[config.mk]
export PLATFORM = sky130hd
export DESIGN_NAME = decode_stage_flat
export DESIGN_NICKNAME = d
export VERILOG_FILES = /design/src/rtl/decode_pkg.sv /design/src/rtl/decode_stage_if.sv /design/src/rtl/decode_logic.sv /design/src/rtl/decode_stage.sv /design/src/flat_wrapper.sv
export SDC_FILE = /design/constraint.sdc
export NUM_CORES = 1
export LEC_CHECK = 0
export CORE_MARGIN = 2
export CORE_UTILIZATION = 48
export CTS_BUF_LIST = sky130_fd_sc_hd__clkbuf_8
export CTS_CLUSTER_SIZE = 28
export DETAILED_ROUTE_END_ITERATION = 7
export MAX_ROUTING_LAYER = met4
export PLACE_DENSITY = 0.9
export SLEW_MARGIN = 20
export SYNTH_ARGS = -nofsm -noshare
export SYNTH_HDL_FRONTEND = slang
export SYNTH_HIERARCHICAL = 1
export SYNTH_SLANG_ARGS = --single-unit
[constraint.sdc]
create_clock -name clk_in -period 1.75 [get_ports clk_in]
set_input_delay 0.4375 -clock clk_in [delete_from_list [all_inputs] [get_ports clk_in]]
set_output_delay 0.4375 -clock clk_in [all_outputs]
set_load 0.01 [all_outputs]
[src/rtl/decode_pkg.sv]
// Shared decode constants and the decoded-bundle type.
// Pure declarations; no latency or flow control.
package decode_pkg;

   localparam logic [4:0] OPC_BRANCH   = 5'b11000;
   localparam logic [4:0] OPC_JAL      = 5'b11011;
   localparam logic [4:0] OPC_JALR     = 5'b11001;
   localparam logic [4:0] OPC_AUIPC    = 5'b00101;
   localparam logic [4:0] OPC_LUI      = 5'b01101;
   localparam logic [4:0] OPC_OP       = 5'b01100;
   localparam logic [4:0] OPC_OP_IMM   = 5'b00100;
   localparam logic [4:0] OPC_LOAD     = 5'b00000;
   localparam logic [4:0] OPC_STORE    = 5'b01000;
   localparam logic [4:0] OPC_SYSTEM   = 5'b11100;
   localparam logic [4:0] OPC_MISC_MEM = 5'b00011;

   localparam logic [6:0] F7_BASE   = 7'b0000000;
   localparam logic [6:0] F7_ALT    = 7'b0100000;
   localparam logic [6:0] F7_MULDIV = 7'b0000001;

   localparam logic [1:0] SIZE_HALF = 2'b01;
   localparam logic [1:0] SIZE_WORD = 2'b10;

   // Writeback-mux and immediate-type codes as produced by the bit equations.
   localparam logic [2:0] WB_ALU   = 3'b000;
   localparam logic [2:0] WB_LOAD  = 3'b001;
   localparam logic [2:0] WB_LUI   = 3'b010;
   localparam logic [2:0] WB_AUIPC = 3'b011;
   localparam logic [2:0] WB_CSR   = 3'b100;
   localparam logic [2:0] WB_PC4   = 3'b101;

   localparam logic [2:0] IMM_R   = 3'b000;
   localparam logic [2:0] IMM_I   = 3'b001;
   localparam logic [2:0] IMM_S   = 3'b010;
   localparam logic [2:0] IMM_B   = 3'b011;
   localparam logic [2:0] IMM_U   = 3'b100;
   localparam logic [2:0] IMM_J   = 3'b101;
   localparam logic [2:0] IMM_CSR = 3'b110;

   typedef struct packed {
      logic [3:0] alu_opcode;
      logic [2:0] imm_type;
      logic [2:0] wb_mux_sel;
      logic [2:0] csr_op;
      logic [2:0] muldiv_op;
      logic [1:0] load_size;
      logic       load_unsigned;
      logic       alu_src;
      logic       iadder_src;
      logic       rf_wr_en;
      logic       csr_wr_en;
      logic       muldiv_en;
      logic       is_branch;
      logic       is_jal;
      logic       is_jalr;
      logic       illegal;
      logic       is_load;
      logic       is_store;
   } decode_bundle_t;

endpackage

[src/rtl/decode_stage_if.sv]
// Upstream/downstream handshake and decoded-bundle bus of the decode stage.
// slave = the stage itself; master = the fetch/execute side driving it.
interface decode_stage_if;
   logic        up_valid_in;
   logic        up_ready_out;
   logic [31:0] instr_in;
   logic        dn_valid_out;
   logic        dn_ready_in;
   logic [1:0]  iadder_out_1_to_0_in;
   logic [3:0]  alu_opcode_out;
   logic [2:0]  imm_type_out;
   logic [2:0]  wb_mux_sel_out;
   logic [2:0]  csr_op_out;
   logic [2:0]  muldiv_op_out;
   logic [1:0]  load_size_out;
   logic        load_unsigned_out;
   logic        alu_src_out;
   logic        iadder_src_out;
   logic        rf_wr_en_out;
   logic        csr_wr_en_out;
   logic        muldiv_en_out;
   logic        is_branch_out;
   logic        is_jal_out;
   logic        is_jalr_out;
   logic        illegal_instr_out;
   logic        misaligned_load_out;
   logic        misaligned_store_out;
   logic        mem_wr_req_out;

   modport slave (
      input  up_valid_in, instr_in, dn_ready_in, iadder_out_1_to_0_in,
      output up_ready_out, dn_valid_out, alu_opcode_out, imm_type_out,
      output wb_mux_sel_out, csr_op_out, muldiv_op_out, load_size_out,
      output load_unsigned_out, alu_src_out, iadder_src_out, rf_wr_en_out,
      output csr_wr_en_out, muldiv_en_out, is_branch_out, is_jal_out,
      output is_jalr_out, illegal_instr_out, misaligned_load_out,
      output misaligned_store_out, mem_wr_req_out
   );

   modport master (
      output up_valid_in, instr_in, dn_ready_in, iadder_out_1_to_0_in,
      input  up_ready_out, dn_valid_out, alu_opcode_out, imm_type_out,
      input  wb_mux_sel_out, csr_op_out, muldiv_op_out, load_size_out,
      input  load_unsigned_out, alu_src_out, iadder_src_out, rf_wr_en_out,
      input  csr_wr_en_out, muldiv_en_out, is_branch_out, is_jal_out,
      input  is_jalr_out, illegal_instr_out, misaligned_load_out,
      input  misaligned_store_out, mem_wr_req_out
   );
endinterface

[src/rtl/decode_logic.sv]
// Combinational RV32 instruction -> decoded bundle; zero latency, no flow control.
module decode_logic
   import decode_pkg::*;
#(
   parameter bit CSR_EN  = 1'b1,
   parameter bit MEXT_EN = 1'b0
) (
   input  logic [31:0]    instr,
   output decode_bundle_t bundle
);

   logic [4:0] opc;
   logic [2:0] f3;
   logic [6:0] f7;
   logic       unused_fields;

   assign opc = instr[6:2];
   assign f3  = instr[14:12];
   assign f7  = instr[31:25];
   assign unused_fields = ^{instr[24:15], instr[11:7]};

   logic is_branch, is_jal, is_jalr, is_auipc, is_lui, is_op, is_op_imm;
   logic is_load, is_store, is_system, is_misc_mem, known_opc;
   logic csr, muldiv, op_imm_non_shift, op_f7_ok, illegal;

   assign is_branch   = (opc == OPC_BRANCH);
   assign is_jal      = (opc == OPC_JAL);
   assign is_jalr     = (opc == OPC_JALR);
   assign is_auipc    = (opc == OPC_AUIPC);
   assign is_lui      = (opc == OPC_LUI);
   assign is_op       = (opc == OPC_OP);
   assign is_op_imm   = (opc == OPC_OP_IMM);
   assign is_load     = (opc == OPC_LOAD);
   assign is_store    = (opc == OPC_STORE);
   assign is_system   = (opc == OPC_SYSTEM);
   assign is_misc_mem = (opc == OPC_MISC_MEM);
   assign known_opc   = is_branch | is_jal | is_jalr | is_auipc | is_lui | is_op |
                        is_op_imm | is_load | is_store | is_system | is_misc_mem;

   assign csr              = is_system & (f3 != 3'b000) & CSR_EN;
   assign muldiv           = is_op & (f7 == F7_MULDIV) & MEXT_EN;
   assign op_imm_non_shift = is_op_imm & (f3 != 3'b001) & (f3 != 3'b101);
   assign op_f7_ok         = (f7 == F7_BASE) | (f7 == F7_ALT) | (MEXT_EN & (f7 == F7_MULDIV));

   assign illegal = (instr[1:0] != 2'b11) | ~known_opc |
                    (is_system & (f3 != 3'b000) & ~CSR_EN) |
                    (is_op & ~op_f7_ok);

   always_comb begin
      bundle               = '0;
      bundle.alu_opcode    = {f7[5] & ~op_imm_non_shift, f3};
      bundle.imm_type      = {is_lui | is_auipc | is_jal | csr,
                              is_branch | is_store | csr,
                              is_op_imm | is_load | is_jal | is_jalr | is_branch};
      bundle.wb_mux_sel    = {csr | is_jal | is_jalr,
                              is_lui | is_auipc,
                              is_load | is_auipc | is_jalr | is_jal};
      bundle.csr_op        = csr ? f3 : 3'b000;
      bundle.muldiv_op     = muldiv ? f3 : 3'b000;
      bundle.load_size     = f3[1:0];
      bundle.load_unsigned = f3[2];
      bundle.alu_src       = instr[5];
      bundle.iadder_src    = is_load | is_store | is_jalr;
      // Illegal encodings must never write state or touch memory.
      bundle.rf_wr_en      = ~illegal & (is_lui | is_auipc | is_jal | is_jalr | is_op |
                                         is_op_imm | is_load | csr);
      bundle.csr_wr_en     = ~illegal & csr;
      bundle.muldiv_en     = ~illegal & muldiv;
      bundle.is_branch     = is_branch;
      bundle.is_jal        = is_jal;
      bundle.is_jalr       = is_jalr;
      bundle.illegal       = illegal;
      bundle.is_load       = ~illegal & is_load;
      bundle.is_store      = ~illegal & is_store;
   end

endmodule

[src/rtl/decode_stage.sv]
// Registered decode stage with head+skid buffer; 1-cycle latency, FIFO order.
// Backpressure: up_ready_out is ~skid_valid (registered); flush kills both entries.
module decode_stage
   import decode_pkg::*;
#(
   parameter bit CSR_EN       = 1'b1,
   parameter bit MEXT_EN      = 1'b0,
   parameter bit MISALIGN_CHK = 1'b1
) (
   input  logic           clk_in,
   input  logic           rst_n_in,
   input  logic           flush_in,
   input  logic           trap_taken_in,
   decode_stage_if.slave  bus
);

   decode_bundle_t dec_bundle;
   decode_bundle_t head_q, skid_q;
   logic           head_vld, skid_vld;
   logic           accept, drain;

   decode_logic #(
      .CSR_EN  (CSR_EN),
      .MEXT_EN (MEXT_EN)
   ) u_decode_logic (
      .instr  (bus.instr_in),
      .bundle (dec_bundle)
   );

   assign bus.up_ready_out = ~skid_vld;
   assign accept = bus.up_valid_in & ~skid_vld;
   assign drain  = head_vld & bus.dn_ready_in;

   // Accept is only possible with skid empty, so skid never needs to refill while moving.
   always_ff @(posedge clk_in or negedge rst_n_in) begin
      if (!rst_n_in) begin
         head_vld <= 1'b0;
         skid_vld <= 1'b0;
         head_q   <= '0;
         skid_q   <= '0;
      end else if (flush_in) begin
         head_vld <= 1'b0;
         skid_vld <= 1'b0;
      end else if (drain || !head_vld) begin
         if (skid_vld) begin
            head_q   <= skid_q;
            head_vld <= 1'b1;
            skid_vld <= 1'b0;
         end else if (accept) begin
            head_q   <= dec_bundle;
            head_vld <= 1'b1;
         end else begin
            head_vld <= 1'b0;
         end
      end else if (accept) begin
         skid_q   <= dec_bundle;
         skid_vld <= 1'b1;
      end
   end

   logic [1:0] lsbs;
   logic       lsb_bad, chk_en, mis_load, mis_store;

   assign lsbs = bus.iadder_out_1_to_0_in;

   always_comb begin
      lsb_bad = 1'b0;
      case (head_q.load_size)
         SIZE_WORD: lsb_bad = (lsbs != 2'b00);
         SIZE_HALF: lsb_bad = lsbs[0];
         default:   lsb_bad = 1'b0;
      endcase
   end

   assign chk_en    = head_vld & MISALIGN_CHK;
   assign mis_load  = chk_en & head_q.is_load & lsb_bad;
   assign mis_store = chk_en & head_q.is_store & lsb_bad;

   assign bus.dn_valid_out         = head_vld;
   assign bus.alu_opcode_out       = head_q.alu_opcode;
   assign bus.imm_type_out         = head_q.imm_type;
   assign bus.wb_mux_sel_out       = head_q.wb_mux_sel;
   assign bus.csr_op_out           = head_q.csr_op;
   assign bus.muldiv_op_out        = head_q.muldiv_op;
   assign bus.load_size_out        = head_q.load_size;
   assign bus.load_unsigned_out    = head_q.load_unsigned;
   assign bus.alu_src_out          = head_q.alu_src;
   assign bus.iadder_src_out       = head_q.iadder_src;
   assign bus.rf_wr_en_out         = head_q.rf_wr_en;
   assign bus.csr_wr_en_out        = head_q.csr_wr_en;
   assign bus.muldiv_en_out        = head_q.muldiv_en;
   assign bus.is_branch_out        = head_q.is_branch;
   assign bus.is_jal_out           = head_q.is_jal;
   assign bus.is_jalr_out          = head_q.is_jalr;
   assign bus.illegal_instr_out    = head_q.illegal;
   assign bus.misaligned_load_out  = mis_load;
   assign bus.misaligned_store_out = mis_store;
   assign bus.mem_wr_req_out       = head_vld & head_q.is_store & ~mis_store &
                                     ~trap_taken_in & ~flush_in;

endmodule

[src/flat_wrapper.sv]
// flat-port wrapper written by rule: the top's interface ports become plain ports
module decode_stage_flat import decode_pkg::*;
#(
   parameter bit CSR_EN       = 1'b1,
   parameter bit MEXT_EN      = 1'b0,
   parameter bit MISALIGN_CHK = 1'b1
)
  (clk_in, rst_n_in, flush_in, trap_taken_in, bus_up_valid_in, bus_instr_in, bus_dn_ready_in, bus_iadder_out_1_to_0_in, bus_up_ready_out, bus_dn_valid_out, bus_alu_opcode_out, bus_imm_type_out, bus_wb_mux_sel_out, bus_csr_op_out, bus_muldiv_op_out, bus_load_size_out, bus_load_unsigned_out, bus_alu_src_out, bus_iadder_src_out, bus_rf_wr_en_out, bus_csr_wr_en_out, bus_muldiv_en_out, bus_is_branch_out, bus_is_jal_out, bus_is_jalr_out, bus_illegal_instr_out, bus_misaligned_load_out, bus_misaligned_store_out, bus_mem_wr_req_out);
  decode_stage_if bus_i ();
  input  logic clk_in;
  input  logic rst_n_in;
  input  logic flush_in;
  input  logic trap_taken_in;
  input wire logic [$bits(bus_i.up_valid_in)-1:0] bus_up_valid_in;
  input wire logic [$bits(bus_i.instr_in)-1:0] bus_instr_in;
  input wire logic [$bits(bus_i.dn_ready_in)-1:0] bus_dn_ready_in;
  input wire logic [$bits(bus_i.iadder_out_1_to_0_in)-1:0] bus_iadder_out_1_to_0_in;
  output wire logic [$bits(bus_i.up_ready_out)-1:0] bus_up_ready_out;
  output wire logic [$bits(bus_i.dn_valid_out)-1:0] bus_dn_valid_out;
  output wire logic [$bits(bus_i.alu_opcode_out)-1:0] bus_alu_opcode_out;
  output wire logic [$bits(bus_i.imm_type_out)-1:0] bus_imm_type_out;
  output wire logic [$bits(bus_i.wb_mux_sel_out)-1:0] bus_wb_mux_sel_out;
  output wire logic [$bits(bus_i.csr_op_out)-1:0] bus_csr_op_out;
  output wire logic [$bits(bus_i.muldiv_op_out)-1:0] bus_muldiv_op_out;
  output wire logic [$bits(bus_i.load_size_out)-1:0] bus_load_size_out;
  output wire logic [$bits(bus_i.load_unsigned_out)-1:0] bus_load_unsigned_out;
  output wire logic [$bits(bus_i.alu_src_out)-1:0] bus_alu_src_out;
  output wire logic [$bits(bus_i.iadder_src_out)-1:0] bus_iadder_src_out;
  output wire logic [$bits(bus_i.rf_wr_en_out)-1:0] bus_rf_wr_en_out;
  output wire logic [$bits(bus_i.csr_wr_en_out)-1:0] bus_csr_wr_en_out;
  output wire logic [$bits(bus_i.muldiv_en_out)-1:0] bus_muldiv_en_out;
  output wire logic [$bits(bus_i.is_branch_out)-1:0] bus_is_branch_out;
  output wire logic [$bits(bus_i.is_jal_out)-1:0] bus_is_jal_out;
  output wire logic [$bits(bus_i.is_jalr_out)-1:0] bus_is_jalr_out;
  output wire logic [$bits(bus_i.illegal_instr_out)-1:0] bus_illegal_instr_out;
  output wire logic [$bits(bus_i.misaligned_load_out)-1:0] bus_misaligned_load_out;
  output wire logic [$bits(bus_i.misaligned_store_out)-1:0] bus_misaligned_store_out;
  output wire logic [$bits(bus_i.mem_wr_req_out)-1:0] bus_mem_wr_req_out;
  assign bus_i.up_valid_in = bus_up_valid_in;
  assign bus_i.instr_in = bus_instr_in;
  assign bus_i.dn_ready_in = bus_dn_ready_in;
  assign bus_i.iadder_out_1_to_0_in = bus_iadder_out_1_to_0_in;
  assign bus_up_ready_out = bus_i.up_ready_out;
  assign bus_dn_valid_out = bus_i.dn_valid_out;
  assign bus_alu_opcode_out = bus_i.alu_opcode_out;
  assign bus_imm_type_out = bus_i.imm_type_out;
  assign bus_wb_mux_sel_out = bus_i.wb_mux_sel_out;
  assign bus_csr_op_out = bus_i.csr_op_out;
  assign bus_muldiv_op_out = bus_i.muldiv_op_out;
  assign bus_load_size_out = bus_i.load_size_out;
  assign bus_load_unsigned_out = bus_i.load_unsigned_out;
  assign bus_alu_src_out = bus_i.alu_src_out;
  assign bus_iadder_src_out = bus_i.iadder_src_out;
  assign bus_rf_wr_en_out = bus_i.rf_wr_en_out;
  assign bus_csr_wr_en_out = bus_i.csr_wr_en_out;
  assign bus_muldiv_en_out = bus_i.muldiv_en_out;
  assign bus_is_branch_out = bus_i.is_branch_out;
  assign bus_is_jal_out = bus_i.is_jal_out;
  assign bus_is_jalr_out = bus_i.is_jalr_out;
  assign bus_illegal_instr_out = bus_i.illegal_instr_out;
  assign bus_misaligned_load_out = bus_i.misaligned_load_out;
  assign bus_misaligned_store_out = bus_i.misaligned_store_out;
  assign bus_mem_wr_req_out = bus_i.mem_wr_req_out;
  decode_stage #(.CSR_EN(CSR_EN), .MEXT_EN(MEXT_EN), .MISALIGN_CHK(MISALIGN_CHK)) u_core (.clk_in(clk_in), .rst_n_in(rst_n_in), .flush_in(flush_in), .trap_taken_in(trap_taken_in), .bus(bus_i));
endmodule
==> results by stage, run 1 <==
Status:
- The run finished, with violations left.
- The checks that failed: setup timing.

Logic synthesis:
- In this run, synthesis produced a sequential element count of 62.
- After synthesis, the cell types taking the most area are sky130_fd_sc_hd__dfrtp_1 (45%), sky130_fd_sc_hd__mux2_2 (18%), sky130_fd_sc_hd__mux2_4 (13%).
- sky130_fd_sc_hd__dfrtp_1 takes more of the synthesized area than any other cell.
- Among all cell types in the netlist, the one instantiated most often is sky130_fd_sc_hd__dfrtp_1.
- The netlist area before placement is approximately 3500 um^2.
- The synthesized area per cell is ~13 um^2.
- The proportion of synthesized flip-flops having asynchronous set or reset is 1.00.
- The cell count after synthesis came out at 273.
- By count the netlist is led by sky130_fd_sc_hd__dfrtp_1 (62), sky130_fd_sc_hd__mux2_2 (56), sky130_fd_sc_hd__buf_4 (33).
- The prevailing post-synth register cell is sky130_fd_sc_hd__dfrtp_1.
- The count of yosys warnings during synthesis is 6.
- The synthesized design contains 0 enable-type register cells.
- The share of the Yosys chip area taken by registers is 0.449.
- The post-synthesis cell type count is 39.
- The area share of the leading cell type in the synthesized netlist is 0.449.

Clock tree:
- The number of clock sinks seen by CTS is 62.
- No sink is reached through more buffers than the 2 on the longest clock path.
- Hold repair after CTS inserted 0 buffers.
- The later pin in the worst-skew pair is clocked with a latency of around 0.35 ns.
- The number of clock buffers added by TritonCTS is 9.
- In this run the clock root is driven by a sky130_fd_sc_hd__clkbuf_8.
- TritonCTS built the clock tree.
- The clock tree synthesis step divided the H-tree into 3 levels.
- The clock-pin slew on the worst setup and hold paths is ~0.070 ns.

Placed design:
- Input and output buffers added on the ports amount to between 50 and 60.
- The cell count after placement is about 410.
- At the placement stage, the worst setup path has a slack of -0.829 ns.
- The instance area at placement is 4140 um^2.
- Once detailed placement completed, the half-perimeter wirelength came to 4.66 mm.
- The final RePlAce weighted congestion is just over 0.9.

Worst setup path:
- The launch point of the worst reg-to-reg path is u_core/bus.load_size_out[1].
- STA puts the critical path data required time at ~1.3 ns.
- The biggest fanout along the worst timing path is 3.
- The category of the critical setup timing path is in2out.
- The worst reg2reg path depth is 13.
- Data on the critical path arrives at its endpoint at roughly 1.7 ns.
- The type of element capturing the critical path is a primary output.
- The reg-to-reg critical path endpoint is u_core/bus.load_size_out[1].
- The minimum setup slack among reg-to-reg paths is -0.28 ns.
- The worst setup path is launched from an input pin.

Final layout:
- The fraction of final layout cells sized beyond drive strength 1 is 0.544.
- Once layout is done, the placed cells without fillers occupy between 4000 and 5000 um^2.
- The layout-stage area growth over the synthesis result is 33.6%.
- The multi-input combinational cells in the finished layout cover a total of roughly 1800 um^2.
- Summing all flip-flop and latch instances after layout gives about 1600 um^2.
- The filler cell count is between 400 and 500.
- The post-route non-filler standard cell count is between 400 and 500.
- The number of nets at the end of the flow is approximately 390.
- The number of antenna diodes in the final layout is 0.
- The final core utilization is 0.671.

Floorplanning:
- From bottom edge to top edge, the die measures 88.8 um.
- In this run the horizontal extent of the chip is 88.8 um.
- The floorplan core area is between 6000 and 7000 um^2.
- The effective utilization at floorplan is 0.503.
- The die covers roughly 7900 um^2.
- The cell row count is 30.
- The I/O pin total is 73.

Timing:
- The worst-case setup margin in the final layout is -0.341 ns.
- The maximum frequency from static timing analysis is about 0.48 GHz.
- The total count of max-transition violations in the final report was 0.
- Setup repair after global routing could not meet its margin everywhere.
- Setup violations remaining at the end of the flow were counted as 7.
- The count of endpoints failing hold in the final timing report is 0.
- Across the routed clock network, the largest skew measured is roughly 0.0084 ns.
- Counting I/O delays and the setup requirement, the final critical path takes 2.09 ns.
- The final worst-path cycle share is 1.19.

Drt:
- The final layout contains routed wiring with a total length of 8.26 mm.
- The DRC marker count from the first detailed-route iteration is between 100 and 150.
- The first detailed-routing pass took 4 iterations.
- In the routed design, unresolved DRC markers number 0.
- Detailed routing inserted a total of roughly 2.3k vias.
- The final routed wire length divided by cell count is ~18 um.
- After detailed routing, the number of vias per cell comes to around 5.2.
- The number of nets with antenna violations after routing is 0.

Power and ir drop:
- For this design the total switching power over the nets is around 1000 uW.
- The post-layout total power is between 3000 and 4000 uW.
- The sequential group share of total power is 0.433.
- The ratio of total power to cell area is between 800 and 900 nW/um^2.
- The net switching share of the total power is 0.254.
- The maximum resistive drop on vdd is about 0.56 mV.
- The relative contribution of the clock network to total power is 0.336.
- The combinational share of power is 0.231.
- The internal portion of total power is 2950 uW.
- The total leakage power is about 0.0022 uW.

Global route:
- The via count of the first global-routing pass was between 2k and 3k.
- The global-route wire length before repair is ~13 mm.
- The combined global-route utilization of all metal layers is 0.226.
- The initial antenna violation count is 0.
- For this run the aggregate overflow at the end of global routing stands at 0.
- Entering global routing, the biggest net connects 63 pins.

Hold path:
- The class of the worst hold path is in2async.

Flow run:
- The number of max-cap violations is 0.
==> placed cells by master (no fill, tap or decap), types with 2 or more instances in the layout <==
cell type                         synthesis  routed
sky130_fd_sc_hd__o21ai_0                  7       4
sky130_fd_sc_hd__nand2_2                  0       2
sky130_fd_sc_hd__buf_6                    3       5
sky130_fd_sc_hd__and3_1                   5       5
sky130_fd_sc_hd__clkbuf_8                 0       9
sky130_fd_sc_hd__nand2_1                  6       4
sky130_fd_sc_hd__buf_12                   0       4
sky130_fd_sc_hd__buf_4                   33      43
sky130_fd_sc_hd__nand3_1                  3       2
sky130_fd_sc_hd__nor3_1                   5       4
sky130_fd_sc_hd__nor4_4                   0       2
sky130_fd_sc_hd__inv_1                    6       5
sky130_fd_sc_hd__mux2i_1                  4       4
sky130_fd_sc_hd__dfrtp_1                 62      62
sky130_fd_sc_hd__buf_2                    5       8
sky130_fd_sc_hd__mux2_2                  56      50
sky130_fd_sc_hd__clkbuf_2                 1       3
sky130_fd_sc_hd__nand2b_1                 4       3
sky130_fd_sc_hd__mux2_4                  30      36
sky130_fd_sc_hd__clkdlybuf4s50_1          0      34
sky130_fd_sc_hd__clkinv_2                 0       3
sky130_fd_sc_hd__dlygate4sd2_1            0       7
sky130_fd_sc_hd__conb_1                   1       4
sky130_fd_sc_hd__bufinv_16                0       2
sky130_fd_sc_hd__dlymetal6s2s_1           0       2
sky130_fd_sc_hd__nand2b_4                 1       2
sky130_fd_sc_hd__inv_2                    0       2
sky130_fd_sc_hd__o21ai_2                  0       2
sky130_fd_sc_hd__nor2_1                  10      10
==> routing by layer <==
| layer | vias up | wire (um) | GRT usage |
|---|---|---|---|
| met5 | - | 0 | - |
| met4 | 0 | 150 | 0.0882 |
| met3 | 17 | 360 | 0.0429 |
| met2 | 62 | 4270 | 0.377 |
| met1 | 1183 | 3480 | 0.269 |
| li1 | 1077 | - | - |
==> flip-flops by register name, summed over array words and instances (netlist names), 2 cells and up <==
name and flops:
u_core/skid_q 30, u_core/bus.alu_opcode_out 4, u_core/bus.csr_op_out 3, u_core/bus.imm_type_out 3, u_core/bus.muldiv_op_out 3, u_core/bus.wb_mux_sel_out 3
u_core/bus.load_size_out 2, u_core/head_q 2
==> final cells by class <==
| cell class | instances | area share |
|---|---|---|
| multi-input combinational | 161 | 0.382 |
| sequential | 62 | 0.336 |
| timing repair buffer | 107 | 0.206 |
| clock buffer | 9 | 0.0269 |
| tap | 96 | 0.0261 |
| clock inverter | 6 | 0.0171 |
| inverter | 6 | 0.00488 |
==> worst max path at each step <==
stage | cells past startpoint | slack, ns | end | start
floorplan | 7 | -0.43 | u_core/bus.illegal_instr_out | bus_instr_in[28]
global placement | 8 | -0.82 | u_core/head_q[0] | bus_instr_in[2]
detailed placement | 8 | -0.83 | u_core/head_q[0] | bus_instr_in[2]
CTS | 7 | -0.32 | bus_mem_wr_req_out | u_core/bus.load_size_out[1]
global route | 7 | -0.41 | bus_mem_wr_req_out | u_core/bus.load_size_out[1]
finish | 6 | -0.34 | bus_mem_wr_req_out | bus_iadder_out_1_to_0_in[0]
==> cells by family after synthesis <==
family,after synthesis,synth area share
compound gates,15,0.0272
mux,90,0.325
fa+ha+maj,2,0.00725
flops,62,0.449
other cells,1,0.00109
simple gates,50,0.0881
buf+inv,53,0.102
==> worst max-delay path, cell delays in order <==
cell and delay [ns]:
sky130_fd_sc_hd__clkdlybuf4s50_1 0.45, sky130_fd_sc_hd__o21ai_2 0.16, sky130_fd_sc_hd__a21oi_2 0.09, sky130_fd_sc_hd__buf_4 0.15, sky130_fd_sc_hd__nor4b_4 0.20, sky130_fd_sc_hd__buf_2 0.17
==> metrics by stage <==
stage	hold WS, ns	TNS, ns
6_report	0.0805	-1.43
5_1_grt	0.119	-1.93
4_1_cts	0.103	-2.28
3_5_place_dp	0.474	-28.83
3_3_place_gp	0.478	-28.13
2_1_floorplan	0.142	-0.837
==> power by group through the flow <==
stage	registers, uW	logic [uW]	clock network [uW]
after floorplan	1710	483	0
final	1710	912	1330
after detailed placement	1730	761	0
after global routing	1730	976	1440
after CTS	1710	889	1360
after global placement	1720	743	0
==> what timing repair did <==
item,4_1_cts,5_1_grt
setup buffers,18,3
endpoints found under the setup margin,54,43
gates cloned,2,0
pin swaps,14,9
resized for setup,78,24
No activity file was read; power rests on OpenSTA's default activity.
==> run 2: changes to the inputs <==
- clock period: 1.75 -> 1.9 ns (I/O delays scaled with it)
==> run 2 against run 1 <==
Effect of this change: the run still ends with setup timing left; critical path type is now reg2out; core utilization down 1.8 points; non-clock buffer count is 17 lower; sequential share of layout area increased by 0.98 points; cell count down 3.8%; via count fell by 3.2%; first-iteration DRC count rose by 0.88%.
==> results by stage, run 2 (same netlist as run 1, synthesis figures left out) <==
Drt:
- Summed over all layers, the routed wires come to around 8.0 mm.
- The amount of wire on met2 after detailed routing is roughly 4.1 mm.
- The detail-routed via count per cell is around 5.3.
- The wire length on met1 is roughly 3.4 mm.
- The total via count in the routed design is 2263.
- After detailed routing, the met3 layer carries between 300 and 400 um of wire.
- The final routed wire length divided by cell count is 18.6 um.
- The number of nets with antenna violations after routing is 0.
- The DRC marker count from the first detailed-route iteration is approximately 110.
- The detailed router used layers up to and including met4.
- The remaining routing DRC violations is 0.
- The pre-antenna-repair detailed-routing pass consisted of 4 iterations.

Global route:
- Entering global routing, the biggest net connects 63 pins.
- The initial antenna violation count was 0.
- The first global-routing pass estimated ~13 mm of wire.
- The combined global-route utilization of all metal layers is 0.225.
- Global routing finished with a remaining overflow of 0.
- The via count of the first global-routing pass came to ~2.5k.

Timing:
- Timing would allow up to between 0.5 and 0.6 GHz.
- The setup skew after layout is between 0.007 and 0.008 ns.
- The total count of max-transition violations in the final report is 0.
- Dividing the final minimum period by the clock period gives 1.05.
- The worst-case setup margin in the final layout is -0.0940 ns.
- The count of endpoints failing hold in the final timing report is 0.
- After layout, the minimum clock period comes to between 1.5 and 2 ns.
- Setup total negative slack on the finished layout was measured at -0.279 ns.
- Setup repair after global routing could not meet its margin everywhere.
- The final setup violation count is 3.

Clock tree:
- The clock latency at the later pin of the worst-skew pair is 0.33 ns.
- After clock tree synthesis, the flow added hold-fix buffers numbering 0.
- TritonCTS built the clock tree.
- The number of clock sinks seen by CTS is 62.
- The CTS root buffer is sky130_fd_sc_hd__clkbuf_8.
- Clock-pin slew was measured on the worst setup and hold paths at ~0.070 ns.
- The H-tree generated during clock tree synthesis spans 3 levels.
- Counting the buffers created by CTS gives 9.
- The maximum buffer depth of the clock tree is 2.

Final layout:
- 0 antenna diodes ended up in the layout.
- For this run, the post-layout net count is around 370.
- Compared with the post-synthesis result, the final layout area differs by 29.9%.
- In the layout the commonest cells are sky130_fd_sc_hd__dfrtp_1 (61), sky130_fd_sc_hd__mux2_2 (52), sky130_fd_sc_hd__clkdlybuf4s50_1 (36).
- Counting flops per register, the top entry is u_core/skid_q.
- In the final layout, the share of cells above drive strength 1 is 0.506.
- After filler insertion, the fill cell instance count of the layout stands at between 500 and 600.
- The post-route non-filler standard cell count is 430.
- The register with the most flip-flops in the layout has 30 of them.
- The library cell used most frequently in the layout, excluding fill and tap cells, is sky130_fd_sc_hd__dfrtp_1.

Power and ir drop:
- After layout, the design draws a total of 3350 uW.
- The ratio of total power to cell area is 746 nW/um^2.
- The analysis attributes to cell leakage a power of 0.00217 uW.
- The worst-case IR drop observed on VDD is between 0.4 and 0.5 mV.

Worst setup path:
- In this run the worst path has a maximum fanout of 3.
- The number of buffers and inverters on the critical path is 2.
- On the worst path, the slowest cell contributes a delay of around 0.43 ns.
- The minimum setup slack among reg-to-reg paths is ~0.13 ns.
- The worst register-to-register path ends at u_core/skid_q[2].
- STA classifies the critical path startpoint as a flop.
- The cell with the biggest individual delay on the critical path is sky130_fd_sc_hd__dfrtp_1.
- For the worst setup path, the data required time is 1.42 ns.
- Counting cells, the worst reg-to-reg path comes to 4.
- The launch point of the worst reg-to-reg path is u_core/bus.dn_valid_out.
- At the worst endpoint, the arrival time is between 1.5 and 2 ns.
- The type of element capturing the critical path is a primary output.
- The signal on the critical path passes through inv_2 > ha_4 > a21oi_4 > nor4b_2 > buf_2.
- The top cell family by delay on the critical path is flip-flops.
- By startpoint and endpoint, the worst setup path is classified as reg2out.

Floorplanning:
- The die is around 89 um tall.
- The I/O pin total is 73.
- The cell row count is 30.
- The floorplan core area is ~6900 um^2.
- The die is roughly 90 um wide.
- The full die area is approximately 7900 um^2.
- The effective utilization at floorplan is 0.503.

Status:
- The final reports fail on setup timing.
- The flow ran to the end, but the final reports show violations.

Placed design:
- The post-detailed-placement half-perimeter wirelength is around 4.7 mm.
- The cell count after placement is 407.
- The final RePlAce weighted congestion is around 0.8.
- In this run the tool buffered the top-level ports with 57 buffer cells.

Hold path:
- The class of the worst hold path is in2async.

Flow run:
- The number of max-cap violations is 0.
==> run 2: changes by cell type in the layout (fill, tap and decap cells not counted), sizes merged <==
| cell | before | now |
|---|---|---|
| clkbuf | 12 | 15 |
| clkdlybuf4s15 | 1 | 2 |
| clkinv | 3 | 1 |
| bufinv | 2 | 0 |
| bufbuf | 0 | 1 |
| inv | 7 | 9 |
| clkdlybuf4s50 | 34 | 36 |
| buf | 60 | 39 |
| dlygate4sd2 | 7 | 4 |
| dlymetal6s2s | 2 | 4 |
==> run 2: worst max path at each step <==
stage                           startpoint                           end  slack [ns]  depth (start not counted)
6_report       u_core/bus.load_size_out[0]            bus_mem_wr_req_out       -0.09                          5
2_1_floorplan             bus_instr_in[28]  u_core/bus.illegal_instr_out       -0.32                          7
3_3_place_gp              bus_instr_in[28]  u_core/bus.illegal_instr_out       -0.65                          7
4_1_cts        u_core/bus.load_size_out[0]       bus_misaligned_load_out       -0.13                          5
3_5_place_dp   bus_iadder_out_1_to_0_in[0]            bus_mem_wr_req_out       -0.64                          5
5_1_grt        u_core/bus.load_size_out[0]            bus_mem_wr_req_out       -0.16                          5
==> run 2: through the flow <==
step | instance area (um^2) | hold WS, ns | worst slack [ns] | util
finish | 4480 | 0.155 | -0.0940 | 0.653
global route | 4480 | 0.169 | -0.164 | 0.653
CTS | 4380 | 0.140 | -0.128 | 0.637
detailed placement | 4070 | 0.489 | -0.638 | 0.593
global placement | 4070 | 0.486 | -0.653 | 0.593
floorplan | 3470 | 0.179 | -0.316 | -
==> run 2: cell type report <==
type                            count  area, um^2  area share
Inverter                            6        22.5     0.00502
Multi-Input combinational cell    161        1740       0.388
Sequential cell                    62        1550       0.346
Clock buffer                       11         151      0.0338
Tap cell                           96         120      0.0268
Clock inverter                      4        16.3     0.00363
Timing Repair Buffer               90         883       0.197
==> run 2: report_power, final <==
part           total (uW)  internal (uW)  switching, uW
registers            1580           1480           98.2
clock network         994            521            473
logic                 774            475            299
==> run 2: timing repair <==
action | in CTS | in global routing
endpoints found under the setup margin | 21 | 17
resized for setup | 55 | 30
buffers inserted | 3 | 3
pin swaps | 14 | 12
gates cloned | 2 | 0
==> run 2: worst reg2reg max path, stage by stage (launching register included) <==
cell                        delay, ns
sky130_fd_sc_hd__dfrtp_2         0.41
sky130_fd_sc_hd__nand2b_4        0.07
sky130_fd_sc_hd__or4b_4          0.57
sky130_fd_sc_hd__bufbuf_16       0.32
sky130_fd_sc_hd__mux2_4          0.29
==> run 2: per-layer routing <==
metal / track usage / vias to the layer above
met4: 0.106 / 0
met2: 0.369 / 65
li1: - / 1032
met5: - / -
met1: 0.266 / 1156
met3: 0.0457 / 10
==> run 3: changes to the inputs <==
- CAP_MARGIN: not set -> 10
- SLEW_MARGIN: 20 -> 5
==> results of run 3 <==
Final layout, timing and power as in run 2 (identical DEF).
